[config.mk]
export PLATFORM = sky130hd
export DESIGN_NAME = dc_ipu_coord_gen_flat
export DESIGN_NICKNAME = d
export VERILOG_FILES = /design/src/rtl/dc_ipu_coord_gen_if.sv /design/src/rtl/dc_ipu_coord_gen.sv /design/src/flat_wrapper.sv
export SDC_FILE = /design/constraint.sdc
export NUM_CORES = 1
export LEC_CHECK = 0
export CAP_MARGIN = 20
export CELL_PAD_IN_SITES_DETAIL_PLACEMENT = 1
export CELL_PAD_IN_SITES_GLOBAL_PLACEMENT = 1
export CORE_MARGIN = 4
export CORE_UTILIZATION = 46
export DETAILED_ROUTE_END_ITERATION = 8
export MAX_ROUTING_LAYER = met4
export PLACE_DENSITY_LB_ADDON = 0.1
export SLEW_MARGIN = 20
export SYNTH_ARGS = -nofsm -noshare
export SYNTH_HDL_FRONTEND = slang
export SYNTH_SLANG_ARGS = --single-unit
[constraint.sdc]
create_clock -name clk -period 12.1 [get_ports clk]
set_clock_uncertainty 0.2 [all_clocks]
set_input_delay 3.025 -clock clk [delete_from_list [all_inputs] [get_ports clk]]
set_output_delay 3.025 -clock clk [all_outputs]
set_load 0.02 [all_outputs]
[src/rtl/dc_ipu_coord_gen_if.sv]
// +----------------------------------------------------------------------------+
// | dc_ipu_coord_gen_if : frame config, coordinate beat and status bundle      |
// | Revision: 1.0                                                              |
// +----------------------------------------------------------------------------+
`default_nettype none

interface dc_ipu_coord_gen_if #(
  parameter int COORD_WIDTH = 12,
  parameter int COEFF_WIDTH = 8,
  parameter int STEP_WIDTH  = COORD_WIDTH + COEFF_WIDTH
);
  logic                   start;
  logic [COORD_WIDTH-1:0] dst_width;
  logic [COORD_WIDTH-1:0] dst_height;
  logic [COORD_WIDTH-1:0] src_width;
  logic [COORD_WIDTH-1:0] src_height;
  logic [STEP_WIDTH-1:0]  step_x;
  logic [STEP_WIDTH-1:0]  step_y;
  logic                   out_valid;
  logic                   out_ready;
  logic [COORD_WIDTH-1:0] src_x;
  logic [COORD_WIDTH-1:0] src_y;
  logic [COEFF_WIDTH-1:0] coeff_x;
  logic [COEFF_WIDTH-1:0] coeff_y;
  logic                   eol;
  logic                   eof;
  logic                   busy;
  logic                   done;

  // Generator side: consumes config and ready, produces beats and status.
  modport master (
    input  start, dst_width, dst_height, src_width, src_height,
           step_x, step_y, out_ready,
    output out_valid, src_x, src_y, coeff_x, coeff_y, eol, eof, busy, done
  );

  modport slave (
    output start, dst_width, dst_height, src_width, src_height,
           step_x, step_y, out_ready,
    input  out_valid, src_x, src_y, coeff_x, coeff_y, eol, eof, busy, done
  );
endinterface

`default_nettype wire

[src/rtl/dc_ipu_coord_gen.sv]
// +----------------------------------------------------------------------------+
// | dc_ipu_coord_gen : raster-order DDA source coordinate/coefficient sequencer |
// | Revision: 1.0                                                              |
// +----------------------------------------------------------------------------+
`default_nettype none

module dc_ipu_coord_gen #(
  parameter int COORD_WIDTH = 12,
  parameter int COEFF_WIDTH = 8,
  parameter int STEP_WIDTH  = COORD_WIDTH + COEFF_WIDTH
) (
  input  logic                 clk,
  input  logic                 clr,
  dc_ipu_coord_gen_if.master   bus
);

  localparam int ACC_W = COORD_WIDTH + COEFF_WIDTH + 1;
  localparam int INT_W = ACC_W - COEFF_WIDTH;

  typedef enum logic [1:0] {
    ST_IDLE = 2'd0,
    ST_RUN  = 2'd1,
    ST_DONE = 2'd2
  } state_t;

  state_t                 state_q, state_d;
  logic [COORD_WIDTH-1:0] dst_w_q, dst_w_d, dst_h_q, dst_h_d;
  logic [COORD_WIDTH-1:0] src_w_q, src_w_d, src_h_q, src_h_d;
  logic [STEP_WIDTH-1:0]  step_x_q, step_x_d, step_y_q, step_y_d;
  logic [COORD_WIDTH-1:0] dst_x_q, dst_x_d, dst_y_q, dst_y_d;
  logic [ACC_W-1:0]       acc_x_q, acc_x_d, acc_y_q, acc_y_d;
  logic                   out_valid_q, out_valid_d;
  logic [COORD_WIDTH-1:0] src_x_q, src_x_d, src_y_q, src_y_d;
  logic [COEFF_WIDTH-1:0] coeff_x_q, coeff_x_d, coeff_y_q, coeff_y_d;
  logic                   eol_q, eol_d, eof_q, eof_d;
  logic                   busy_q, busy_d, done_q, done_d;

  logic                   load_beat;
  logic [COORD_WIDTH-1:0] n_x, n_y;
  logic [ACC_W-1:0]       n_ax, n_ay;
  logic [COORD_WIDTH-1:0] lim_w, lim_h, w_m1, h_m1;
  logic                   n_eol;

  function automatic logic [COORD_WIDTH-1:0] clamp_coord(
    input logic [ACC_W-1:0]       acc,
    input logic [COORD_WIDTH-1:0] lim
  );
    logic [INT_W-1:0]       ip;
    logic [COORD_WIDTH-1:0] lim_m1;
    ip     = acc[ACC_W-1:COEFF_WIDTH];
    lim_m1 = lim - COORD_WIDTH'(1);
    if (lim == '0) begin
      return '0;
    end else if (ip > {1'b0, lim_m1}) begin
      return lim_m1;
    end else begin
      return ip[COORD_WIDTH-1:0];
    end
  endfunction

  always_comb begin
    state_d     = state_q;
    dst_w_d     = dst_w_q;
    dst_h_d     = dst_h_q;
    src_w_d     = src_w_q;
    src_h_d     = src_h_q;
    step_x_d    = step_x_q;
    step_y_d    = step_y_q;
    dst_x_d     = dst_x_q;
    dst_y_d     = dst_y_q;
    acc_x_d     = acc_x_q;
    acc_y_d     = acc_y_q;
    out_valid_d = out_valid_q;
    src_x_d     = src_x_q;
    src_y_d     = src_y_q;
    coeff_x_d   = coeff_x_q;
    coeff_y_d   = coeff_y_q;
    eol_d       = eol_q;
    eof_d       = eof_q;
    busy_d      = busy_q;
    done_d      = 1'b0;
    load_beat   = 1'b0;
    n_x         = dst_x_q;
    n_y         = dst_y_q;
    n_ax        = acc_x_q;
    n_ay        = acc_y_q;
    lim_w       = src_w_q;
    lim_h       = src_h_q;
    w_m1        = dst_w_q - COORD_WIDTH'(1);
    h_m1        = dst_h_q - COORD_WIDTH'(1);
    n_eol       = 1'b0;

    case (state_q)
      ST_IDLE: begin
        busy_d = 1'b0;
        if (bus.start) begin
          dst_w_d  = bus.dst_width;
          dst_h_d  = bus.dst_height;
          src_w_d  = bus.src_width;
          src_h_d  = bus.src_height;
          step_x_d = bus.step_x;
          step_y_d = bus.step_y;
          busy_d   = 1'b1;
          if (bus.dst_width == '0 || bus.dst_height == '0) begin
            state_d = ST_DONE;
            done_d  = 1'b1;
          end else begin
            state_d     = ST_RUN;
            out_valid_d = 1'b1;
            load_beat   = 1'b1;
            n_x         = '0;
            n_y         = '0;
            n_ax        = '0;
            n_ay        = '0;
            // First beat is built from the live inputs being latched this edge.
            lim_w       = bus.src_width;
            lim_h       = bus.src_height;
            w_m1        = bus.dst_width - COORD_WIDTH'(1);
            h_m1        = bus.dst_height - COORD_WIDTH'(1);
          end
        end
      end

      ST_RUN: begin
        busy_d = 1'b1;
        if (out_valid_q && bus.out_ready) begin
          if (eof_q) begin
            state_d     = ST_DONE;
            out_valid_d = 1'b0;
            eol_d       = 1'b0;
            eof_d       = 1'b0;
            done_d      = 1'b1;
          end else begin
            load_beat = 1'b1;
            if (eol_q) begin
              n_x  = '0;
              n_ax = '0;
              n_y  = dst_y_q + COORD_WIDTH'(1);
              n_ay = acc_y_q + ACC_W'(step_y_q);
            end else begin
              n_x  = dst_x_q + COORD_WIDTH'(1);
              n_ax = acc_x_q + ACC_W'(step_x_q);
            end
          end
        end
      end

      ST_DONE: begin
        state_d = ST_IDLE;
        busy_d  = 1'b0;
      end

      default: begin
        state_d = ST_IDLE;
        busy_d  = 1'b0;
      end
    endcase

    if (load_beat) begin
      n_eol     = (n_x == w_m1);
      dst_x_d   = n_x;
      dst_y_d   = n_y;
      acc_x_d   = n_ax;
      acc_y_d   = n_ay;
      src_x_d   = clamp_coord(n_ax, lim_w);
      src_y_d   = clamp_coord(n_ay, lim_h);
      coeff_x_d = n_ax[COEFF_WIDTH-1:0];
      coeff_y_d = n_ay[COEFF_WIDTH-1:0];
      eol_d     = n_eol;
      eof_d     = n_eol && (n_y == h_m1);
    end
  end

  always_ff @(posedge clk) begin
    if (clr) begin
      state_q     <= ST_IDLE;
      dst_w_q     <= '0;
      dst_h_q     <= '0;
      src_w_q     <= '0;
      src_h_q     <= '0;
      step_x_q    <= '0;
      step_y_q    <= '0;
      dst_x_q     <= '0;
      dst_y_q     <= '0;
      acc_x_q     <= '0;
      acc_y_q     <= '0;
      out_valid_q <= 1'b0;
      src_x_q     <= '0;
      src_y_q     <= '0;
      coeff_x_q   <= '0;
      coeff_y_q   <= '0;
      eol_q       <= 1'b0;
      eof_q       <= 1'b0;
      busy_q      <= 1'b0;
      done_q      <= 1'b0;
    end else begin
      state_q     <= state_d;
      dst_w_q     <= dst_w_d;
      dst_h_q     <= dst_h_d;
      src_w_q     <= src_w_d;
      src_h_q     <= src_h_d;
      step_x_q    <= step_x_d;
      step_y_q    <= step_y_d;
      dst_x_q     <= dst_x_d;
      dst_y_q     <= dst_y_d;
      acc_x_q     <= acc_x_d;
      acc_y_q     <= acc_y_d;
      out_valid_q <= out_valid_d;
      src_x_q     <= src_x_d;
      src_y_q     <= src_y_d;
      coeff_x_q   <= coeff_x_d;
      coeff_y_q   <= coeff_y_d;
      eol_q       <= eol_d;
      eof_q       <= eof_d;
      busy_q      <= busy_d;
      done_q      <= done_d;
    end
  end

  assign bus.out_valid = out_valid_q;
  assign bus.src_x     = src_x_q;
  assign bus.src_y     = src_y_q;
  assign bus.coeff_x   = coeff_x_q;
  assign bus.coeff_y   = coeff_y_q;
  assign bus.eol       = eol_q;
  assign bus.eof       = eof_q;
  assign bus.busy      = busy_q;
  assign bus.done      = done_q;

endmodule

`default_nettype wire
[src/flat_wrapper.sv]
// flat-port wrapper written by rule: the top's interface ports become plain ports
module dc_ipu_coord_gen_flat 
#(
  parameter int COORD_WIDTH = 12,
  parameter int COEFF_WIDTH = 8,
  parameter int STEP_WIDTH  = COORD_WIDTH + COEFF_WIDTH
)
  (clk, clr, bus_start, bus_dst_width, bus_dst_height, bus_src_width, bus_src_height, bus_step_x, bus_step_y, bus_out_ready, bus_out_valid, bus_src_x, bus_src_y, bus_coeff_x, bus_coeff_y, bus_eol, bus_eof, bus_busy, bus_done);
  dc_ipu_coord_gen_if #(.COORD_WIDTH(COORD_WIDTH), .COEFF_WIDTH(COEFF_WIDTH), .STEP_WIDTH(STEP_WIDTH)) bus_i ();
  input  logic clk;
  input  logic clr;
  input wire logic [$bits(bus_i.start)-1:0] bus_start;
  input wire logic [$bits(bus_i.dst_width)-1:0] bus_dst_width;
  input wire logic [$bits(bus_i.dst_height)-1:0] bus_dst_height;
  input wire logic [$bits(bus_i.src_width)-1:0] bus_src_width;
  input wire logic [$bits(bus_i.src_height)-1:0] bus_src_height;
  input wire logic [$bits(bus_i.step_x)-1:0] bus_step_x;
  input wire logic [$bits(bus_i.step_y)-1:0] bus_step_y;
  input wire logic [$bits(bus_i.out_ready)-1:0] bus_out_ready;
  output wire logic [$bits(bus_i.out_valid)-1:0] bus_out_valid;
  output wire logic [$bits(bus_i.src_x)-1:0] bus_src_x;
  output wire logic [$bits(bus_i.src_y)-1:0] bus_src_y;
  output wire logic [$bits(bus_i.coeff_x)-1:0] bus_coeff_x;
  output wire logic [$bits(bus_i.coeff_y)-1:0] bus_coeff_y;
  output wire logic [$bits(bus_i.eol)-1:0] bus_eol;
  output wire logic [$bits(bus_i.eof)-1:0] bus_eof;
  output wire logic [$bits(bus_i.busy)-1:0] bus_busy;
  output wire logic [$bits(bus_i.done)-1:0] bus_done;
  assign bus_i.start = bus_start;
  assign bus_i.dst_width = bus_dst_width;
  assign bus_i.dst_height = bus_dst_height;
  assign bus_i.src_width = bus_src_width;
  assign bus_i.src_height = bus_src_height;
  assign bus_i.step_x = bus_step_x;
  assign bus_i.step_y = bus_step_y;
  assign bus_i.out_ready = bus_out_ready;
  assign bus_out_valid = bus_i.out_valid;
  assign bus_src_x = bus_i.src_x;
  assign bus_src_y = bus_i.src_y;
  assign bus_coeff_x = bus_i.coeff_x;
  assign bus_coeff_y = bus_i.coeff_y;
  assign bus_eol = bus_i.eol;
  assign bus_eof = bus_i.eof;
  assign bus_busy = bus_i.busy;
  assign bus_done = bus_i.done;
  dc_ipu_coord_gen #(.COORD_WIDTH(COORD_WIDTH), .COEFF_WIDTH(COEFF_WIDTH), .STEP_WIDTH(STEP_WIDTH)) u_core (.clk(clk), .clr(clr), .bus(bus_i));
endmodule
# Word-level counts from Yosys, hierarchy flattened

Index checks and enable logic that the tools add are counted.

Register bits: 201
Bits of input ports: 92
Output and inout bits: 45
Word-level logic and storage cells: 123

$add $sub $neg: 10
Magnitude comparators: 2
Equal/unequal tests: 7
Mux-type cells: 67
Reduce and logical (&&, ||, !) cells: 17

Operators with widths:

| operator                                                                 | number |
|---|---|
| 12-bit two-way mux                                                       | 26 |
| 21-bit two-way mux                                                       | 10 |
| 21-bit case mux with 2 select lines                                      | 2 |
| 12-bit by 1-bit subtractor with 12-bit output (second input constant)    | 6 |
| 12-bit logical NOT                                                       | 4 |
| 12-bit case mux with 2 select lines                                      | 2 |
| 21-bit by 20-bit adder with 21-bit output                                | 2 |
| 13-bit by 12-bit > comparator with 1-bit output                          | 2 |
| 12-bit by 1-bit adder with 12-bit output (second input constant)         | 2 |
| 12-bit == test                                                           | 2 |
| 1-bit two-way mux                                                        | 18 |
| 2-bit two-way mux                                                        | 4 |
| 1-bit case mux with 2 select lines                                       | 4 |
| 2-bit nonzero test                                                       | 4 |
| 3-bit AND reduction                                                      | 2 |
| 5-bit AND reduction                                                      | 1 |
| 2-bit by 1-bit inequality test with 1-bit output (second input constant) | 2 |
| 2-bit inequality test (second input constant)                            | 2 |
| 2-bit case mux with 2 select lines                                       | 1 |
| 2-bit AND reduction                                                      | 2 |
| 2-bit by 1-bit == test with 1-bit output (second input constant)         | 1 |
| 1-bit logical AND                                                        | 2 |
| 2-bit logical NOT                                                        | 1 |
| 1-bit logical OR                                                         | 1 |

# Longest topological paths before layout

Word-level depth: 9
Gate-level depth with buffers: 25
Gate-level depth less buffers: 19

# Worst setup path before layout

No wires, ideal clock.

Path type: input-to-reg
From: input port bus_dst_height[0]
To: register u_core.src_y_q[10], in the netlist u_core.bus.src_y[10]
Library setup time: 0.122 ns
Arrival time: 7.952 ns
Data required time: 11.778 ns
Slack: 3.826 ns
Stages on the path: 21
Buffers on the path: 5
Path through: inv_1 -> ha_1 -> or4b_4 -> or4_4 -> and3_4 -> buf_6 -> buf_2 -> buf_1 -> mux2i_1 -> ha_1 -> clkbuf_1 -> a311oi_1 -> a41o_1 -> nor3b_1 -> ha_1 -> a211o_1 -> a221oi_1 -> a21oi_1 -> or2_2 -> clkbuf_1 -> a221o_1

Longest elaborated chain between the ends: 9
Elaborated cells on any way between the ends: 16
Classes of those cells: add/sub: 1; order compare: 1; mux: 11; reduce/logical: 3

Ends and longest elaborated chain:

| element                                         | RTL line                | source |
|---|---|---|
| from (decl)                                     | flat_wrapper.sv:14      | `input wire logic [$bits(bus_i.dst_height)-1:0] bus_dst_height;` |
| 12-bit logical NOT (*)                          | dc_ipu_coord_gen.sv:104 | `if (bus.dst_width == '0 \|\| bus.dst_height == '0) begin` |
| 1-bit logical OR (*)                            | dc_ipu_coord_gen.sv:104 |  |
| 12-bit two-way mux                              | dc_ipu_coord_gen.sv:104 |  |
| 12-bit two-way mux                              | dc_ipu_coord_gen.sv:96  | `if (bus.start) begin` |
| 12-bit two-way mux                              | dc_ipu_coord_gen.sv:93  | `case (state_q)` |
| 12-bit by 1-bit subtractor with 12-bit output   | dc_ipu_coord_gen.sv:51  | `lim_m1 = lim - COORD_WIDTH'(1);` |
| 13-bit by 12-bit > comparator with 1-bit output | dc_ipu_coord_gen.sv:54  | `end else if (ip > {1'b0, lim_m1}) begin` |
| 12-bit two-way mux                              | dc_ipu_coord_gen.sv:54  |  |
| 12-bit two-way mux                              | dc_ipu_coord_gen.sv:52  | `if (lim == '0) begin` |
| to (signal assigned)                            | dc_ipu_coord_gen.sv:210 | `src_y_q <= src_y_d;` |
| to (decl)                                       | dc_ipu_coord_gen.sv:33  | `logic [COORD_WIDTH-1:0] src_x_q, src_x_d, src_y_q, src_y_d;` |

Mark *: on every way between the ends. The rest lies on a longest branch, timed or not.
A chain may end at the register's enable or synchronous reset.

# Worst setup path in the final report

From: input port bus_dst_height[0]
To: register u_core.src_y_q[9], in the netlist u_core.bus.src_y[9]

Same word-level chain as after synthesis.

==> flow_summary_export.csv <==
group,metric,value,unit
clock_network,root_buffer,"clkbuf_16",
layout,final_nets,1849,
place,hpwl,29500,um
grt,grt_use_total,27.4,%
yosys,synth_fa_ha_area_share,7.98,%
floorplanning,dieArea,29300,um^2
outcome,status,"finished, final reports clean",
timing,setup_slack,3.25,ns
yosys,yosys.area_share.simple,26.5,%
timing,hold_violations,0,
drt,dr_wl_met2,19300,um
setup_path,endpoint_kind,"flip-flop",
place,place_ws,2.86,ns
clock_network,ctsResizeCount,0,
grt,grt_pass1_wl,63900,um
floorplanning,die_x,171,um
drt,routed-wl-met3,1440,um
timing,fin_tns_setup,0,ns
grt,overflow,0,
grt,antenna_found_initial,0,
drt,viasPerCell,5.95,
clock_network,insertion_delay,0.45,ns
setup_path,required,12.18,ns
yosys,synth_mux_area_share,2.71,%
timing,finalCritPeriodShare,73.1,%
yosys,synth_common_cells,"nand2_1 (297), dfxtp_1 (185), a21oi_1 (173)",
drt,drcViolationCount,0,
timing,whs,0.265,ns
drt,drt-total-wl,39800,um
yosys,ys_types,87,
yosys,ys_seq_elements,185,
drt,vias,12100,
floorplanning,fp-row-count,59,
drt,top_layer,"met4",
yosys,synth_compound_area_share,19.5,%
yosys,synth_top_cell_by_area,"dfxtp_1",
timing,finalCriticalPeriod,8.85,ns
yosys,async_flop_share,0,%
timing,rsz0062_at_grt,"false",
clock_network,ctsHoldBuffers,0,
timing,fmax,113,MHz
timing,slew_headroom,26.8,%
clock_network,cts_tree,"done",
yosys,synth_flop_cell,"dfxtp_1",
drt,antenna_left,0,
yosys,yosysWarningCount,0,
timing,finalSetupViolations,0,
timing,slew_violations,0,
clock_network,cts_num_sinks,185,
floorplanning,ioPinCount,137,
yosys,synth_edf_count,0,
clock_network,cts_setup_buffers,0,
place,place.gp.congestion,0.891,
timing,tightest_slew,1.10,ns
setup_path,criticalPathCategory,"input port to flip-flop",
layout,drive_gt1_share,4.84,%
place,placed_area,13700,um^2
setup_path,path_max_fanout,36,
yosys,synth_top_family_by_area,"simple AND/OR/NAND/NOR gates",
grt,grt_pass1_vias,12300,
layout,postLayoutCoreUtil,54.5,%
power_and_ir_drop,vdd_drop_max,0.0916,mV
drt,met1Wirelength,18500,um
yosys,ys_top_cells_by_area,"dfxtp_1 (30%), nand2_1 (9.1%), ha_1 (7.7%), a21oi_1 (7.1%), xnor2_1 (4.9%)",
setup_path,crit_arrival,8.92,ns
setup_path,worst_setup_path_start_kind,"input port",
run,drv_cap,0,
grt,grt_max_degree,89,
power_and_ir_drop,power_density,112,nW/um^2
floorplanning,coreArea,26100,um^2
yosys,synth.avg_cell_area,7.63,um^2
drt,wl_per_cell,19.6,um
yosys,synth.most_common_cell,"nand2_1",
drt,drt_iter0_drc,815,
worst_hold_path,min_path_type,"flip-flop to flip-flop",
setup_path,ff2ff_path_depth,16,
power_and_ir_drop,p_leak,5.61,nW
floorplanning,initial_core_util,46.9,%
clock_network,clk_pin_slew,0.07,ns
place,numPortBuffers,136,
yosys,syn_area,12300,um^2
layout,syn_to_final_growth,16.1,%
yosys,syn-num-nets,1776,
yosys,syn_inst,1607,
clock_network,h-tree-depth,4,
worst_hold_path,hold_depth,2,
clock_network,numCtsBuffers,17,
floorplanning,die_h,171,um
yosys,ys_seq_area_share,30.2,%
yosys,synth-xor-area-share,7.68,%
drt,firstDrtPassIters,5,
layout,final_area,14200,um^2
yosys,synth_top_area_share,30.2,%
clock_network,clock_path_buffers,2,
## metrics by stage
stage	cells	power [mW]
final	2029	1.59
after global routing	2028	1.66
after CTS	2028	1.60
after detailed placement	1996	1.03
after global placement	1996	1.02
after floorplan	1607	0.909
## registers in the layout (all words and copies together), names as in the netlist, 2 cells and up, named ones only
| name | flops |
|---|---|
| u_core.dst_w_q | 12 |
| u_core.acc_y_q | 13 |
| u_core.acc_x_q | 13 |
| u_core.dst_y_q | 12 |
| u_core.dst_x_q | 12 |
| u_core.state_q | 2 |
| u_core.bus.src_y | 12 |
| u_core.step_y_q | 20 |
| u_core.src_h_q | 12 |
| u_core.step_x_q | 20 |
| u_core.src_w_q | 12 |
| u_core.dst_h_q | 12 |
| u_core.bus.src_x | 12 |
## layout make-up
type / count / area [um^2]
sequential: 185 / 3700
timing repair buffer: 148 / 1450
multi-input combinational: 1280 / 7910
tap: 335 / 419
clock buffer: 19 / 453
fill: 3293 / 11900
clock inverter: 13 / 125
inverter: 48 / 180
antenna: 1 / 2.50
## where the power goes
| group | internal [mW] | switching, mW | leakage, nW |
|---|---|---|---|
| Clock | 0.285 | 0.283 | 0.288 |
| Combinational | 0.144 | 0.220 | 3.82 |
| Sequential | 0.632 | 0.0239 | 1.50 |
## kinds of logic after synthesis
logic type                 after synthesis
AOI/OAI and AO/OA                      374
xor gates and xnor gates               106
adders and majority gates               77
buffers and inverters                  142
DFF                                    185
muxes                                   32
and+or+nand+nor                        691
## worst paths after layout
check | from | end | slack (ns)
setup reg to reg | u_core.state_q[1]$_SDFFE_PP0P_ | u_core.bus.src_y[9]$_SDFFE_PP0P_ | 6.06
hold reg to reg | u_core.step_y_q[0]$_SDFFE_PP0P_ | u_core.step_y_q[0]$_SDFFE_PP0P_ | 0.27
hold / removal | u_core.step_y_q[0]$_SDFFE_PP0P_ | u_core.step_y_q[0]$_SDFFE_PP0P_ | 0.27
setup / recovery | bus_dst_height[0] | u_core.bus.src_y[9]$_SDFFE_PP0P_ | 3.25
## worst max-delay path: stages
cell	delay [ns]
clkdlybuf4s50_1	0.47
inv_1	0.13
ha_1	0.21
or4b_4	0.52
or4_4	0.60
and3_4	0.30
buf_4	0.32
mux2i_1	0.26
ha_1	0.38
a311oi_1	0.15
a41o_1	0.23
nor3b_1	0.28
ha_1	0.21
o21ai_0	0.10
a21oi_1	0.22
a221oi_1	0.11
a21oi_1	0.88
or2_2	0.36
o311ai_0	0.15
## cell usage in the layout, fill, tap and decap left out, types with 16 or more instances in the layout
cell	synthesis	final
nand2_1	297	296
dfxtp_1	185	185
a21oi_1	173	173
clkdlybuf4s50_1	0	135
nor2_1	132	131
ha_1	75	75
xnor2_1	69	69
nand3_1	51	51
inv_1	48	48
nor3_1	41	41
xor2_1	36	36
o21ai_0	35	35
nor4_1	27	27
mux2i_1	24	24
o211ai_1	20	20
or3_1	20	20
clkbuf_16	0	17
nor2b_1	16	16
## layer usage
layer | vias to the layer above | track usage [%]
met1 | 5953 | 35.6
met2 | 239 | 46.2
li1 | 5841 | -
met3 | 41 | 3.49
met5 | - | -
met4 | 0 | 5.89
Note: power is estimated with default switching activity, not from simulation.
==> RTL change (same flow settings) <==
`COORD_WIDTH` is set to 12 in 3 places; all go to 10.
--- a/src/rtl/dc_ipu_coord_gen_if.sv
+++ b/src/rtl/dc_ipu_coord_gen_if.sv
@@ -6,5 +6,5 @@
 
 interface dc_ipu_coord_gen_if #(
-  parameter int COORD_WIDTH = 12,
+  parameter int COORD_WIDTH = 10,
   parameter int COEFF_WIDTH = 8,
   parameter int STEP_WIDTH  = COORD_WIDTH + COEFF_WIDTH
--- a/src/rtl/dc_ipu_coord_gen.sv
+++ b/src/rtl/dc_ipu_coord_gen.sv
@@ -6,5 +6,5 @@
 
 module dc_ipu_coord_gen #(
-  parameter int COORD_WIDTH = 12,
+  parameter int COORD_WIDTH = 10,
   parameter int COEFF_WIDTH = 8,
   parameter int STEP_WIDTH  = COORD_WIDTH + COEFF_WIDTH
--- a/src/flat_wrapper.sv
+++ b/src/flat_wrapper.sv
@@ -2,5 +2,5 @@
 module dc_ipu_coord_gen_flat 
 #(
-  parameter int COORD_WIDTH = 12,
+  parameter int COORD_WIDTH = 10,
   parameter int COEFF_WIDTH = 8,
   parameter int STEP_WIDTH  = COORD_WIDTH + COEFF_WIDTH
Ports: changed (8 resized); port bits go from 137 to 121. The function was not compared with the original's and may differ.
==> RTL change against the unedited design <==
- maximum frequency increased by 4.3%
- first-iteration DRC count is 51% lower
- final area down 16%
- routed wire length decreased by 21%
- register-to-register slack improved by 0.67 ns
- synthesized area is 18% lower
- power shrank 14%
- worst setup slack better by 0.36 ns
- sequential cell count fell by 24
- die area shrank 17%
==> RTL change: results (changes against the unedited design) <==
Place
  • Port Buffers: 120 (-12%)
  • DP Area: 11,300 um^2 (-17%)
  • Dpl cells: 1,624 (-19%)
  • Pre-CTS setup slack: 3.25 ns (+0.387 ns)

Global routing
  • Initial antenna violation count: 1 (+1)
  • First-pass GRT wire length: 50,400 um (-21%)
  • Largest net degree at the start of global routing: 93 (+4.5%)
  • Aggregate global-route resource usage: 0.261 (-0.0135)

Layout
  • Leading registers by flop count: u_core.step_x_q (18), u_core.step_y_q (18)
  • Post-Layout Cell Count: 1,656 (-18%)
  • Fraction of layout cells with a size suffix above 1: 0.0456 (-0.00282)
  • Diode count: 0 (-1)

Power
  • Clk pwr share: 0.415 (+0.057)
  • Total sequential power: 0.000564 W (-14%)
  • VDD IR-drop max: 0.0000837 V (-8.6%)
  • Pleak: 4.75 nW (-15%)

STA
  • Slew margin rel.: 0.235 (-0.0330)

Setup path
  • Worst path arrival time: 8.63 ns (-0.29 ns)
  • Max Fanout on Critical Path: 50 (+39%)
  • Critical Path Max Stage Delay: 0.54 ns (-0.34 ns)

Outcome
  • Status: completed

Routing
  • 1st-iter DRT viols: 402 (-51%)

Logic synthesis
  • Syn nets: 1,445 (-19%)
  • Main area contributors after synthesis: dfxtp_1 (32%), nand2_1 (8.6%), ha_1 (8.0%)
  • Synth cell types: 75 (-14%)
  • Top cells by count, synth: nand2_1 (233), dfxtp_1 (161), a21oi_1 (135), nor2_1 (95), ha_1 (65)

Clock network
  • Worst skew pair latency: 0.43 ns (-0.02 ns)
-- RTL change: cell count changes in the layout (fill, tap and decap cells not counted), moves of 13 or more --
cell,unedited run,this run
a21oi_1,173,135
clkdlybuf4s50_1,135,119
dfxtp_1,185,161
inv_1,48,35
nand2_1,296,233
nand3_1,51,28
nor2_1,131,94
nor4_1,27,12
o211ai_1,20,4
-- RTL change: layer usage --
| metal | global-route usage | vias up | share of wire |
|---|---|---|---|
| met2 | 0.440 | 166 | 0.49 |
| met3 | 0.0390 | 43 | 0.033 |
| met4 | 0.0665 | 0 | 0.017 |
| met1 | 0.328 | 4628 | 0.46 |
| li1 | - | 4670 | - |
| met5 | - | - | 0 |
-- RTL change: final cells by class --
type,count,area (um^2)
fill,2611,9390
multi-input combinational,1027,6400
sequential,161,3220
timing repair buffer,126,1240
clock buffer,20,457
tap,275,344
clock inverter,12,159
inverter,35,131
-- RTL change: worst paths after layout --
| path | end | cells past startpoint | slack [ns] | from |
|---|---|---|---|---|
| max reg2reg | u_core.bus.src_x[1] | 18 | 6.73 | flip-flop |
| max | u_core.bus.src_x[1] | 23 | 3.61 | bus_dst_height[0] |
| min | u_core.dst_w_q[0] | 2 | 0.26 | u_core.dst_w_q[0] |
| min reg2reg | u_core.dst_w_q[0] | 2 | 0.26 | u_core.dst_w_q[0] |
-- RTL change: cell families (layout without fill, tap and decap cells) --
family | after synthesis | after routing | synth area share
compound gates | 305 | 305 | 0.189
xor+xnor | 103 | 103 | 0.0892
fa+ha+maj | 67 | 67 | 0.0844
buf+inv | 110 | 193 | 0.0497
flops | 161 | 161 | 0.319
mux | 29 | 29 | 0.0291
simple gates | 523 | 523 | 0.240
-- RTL change: tightest hold or removal path: stages (launching register included) --
cell	delay, ns
dfxtp_1	0.31
nand2_1	0.05
a21oi_1	0.05
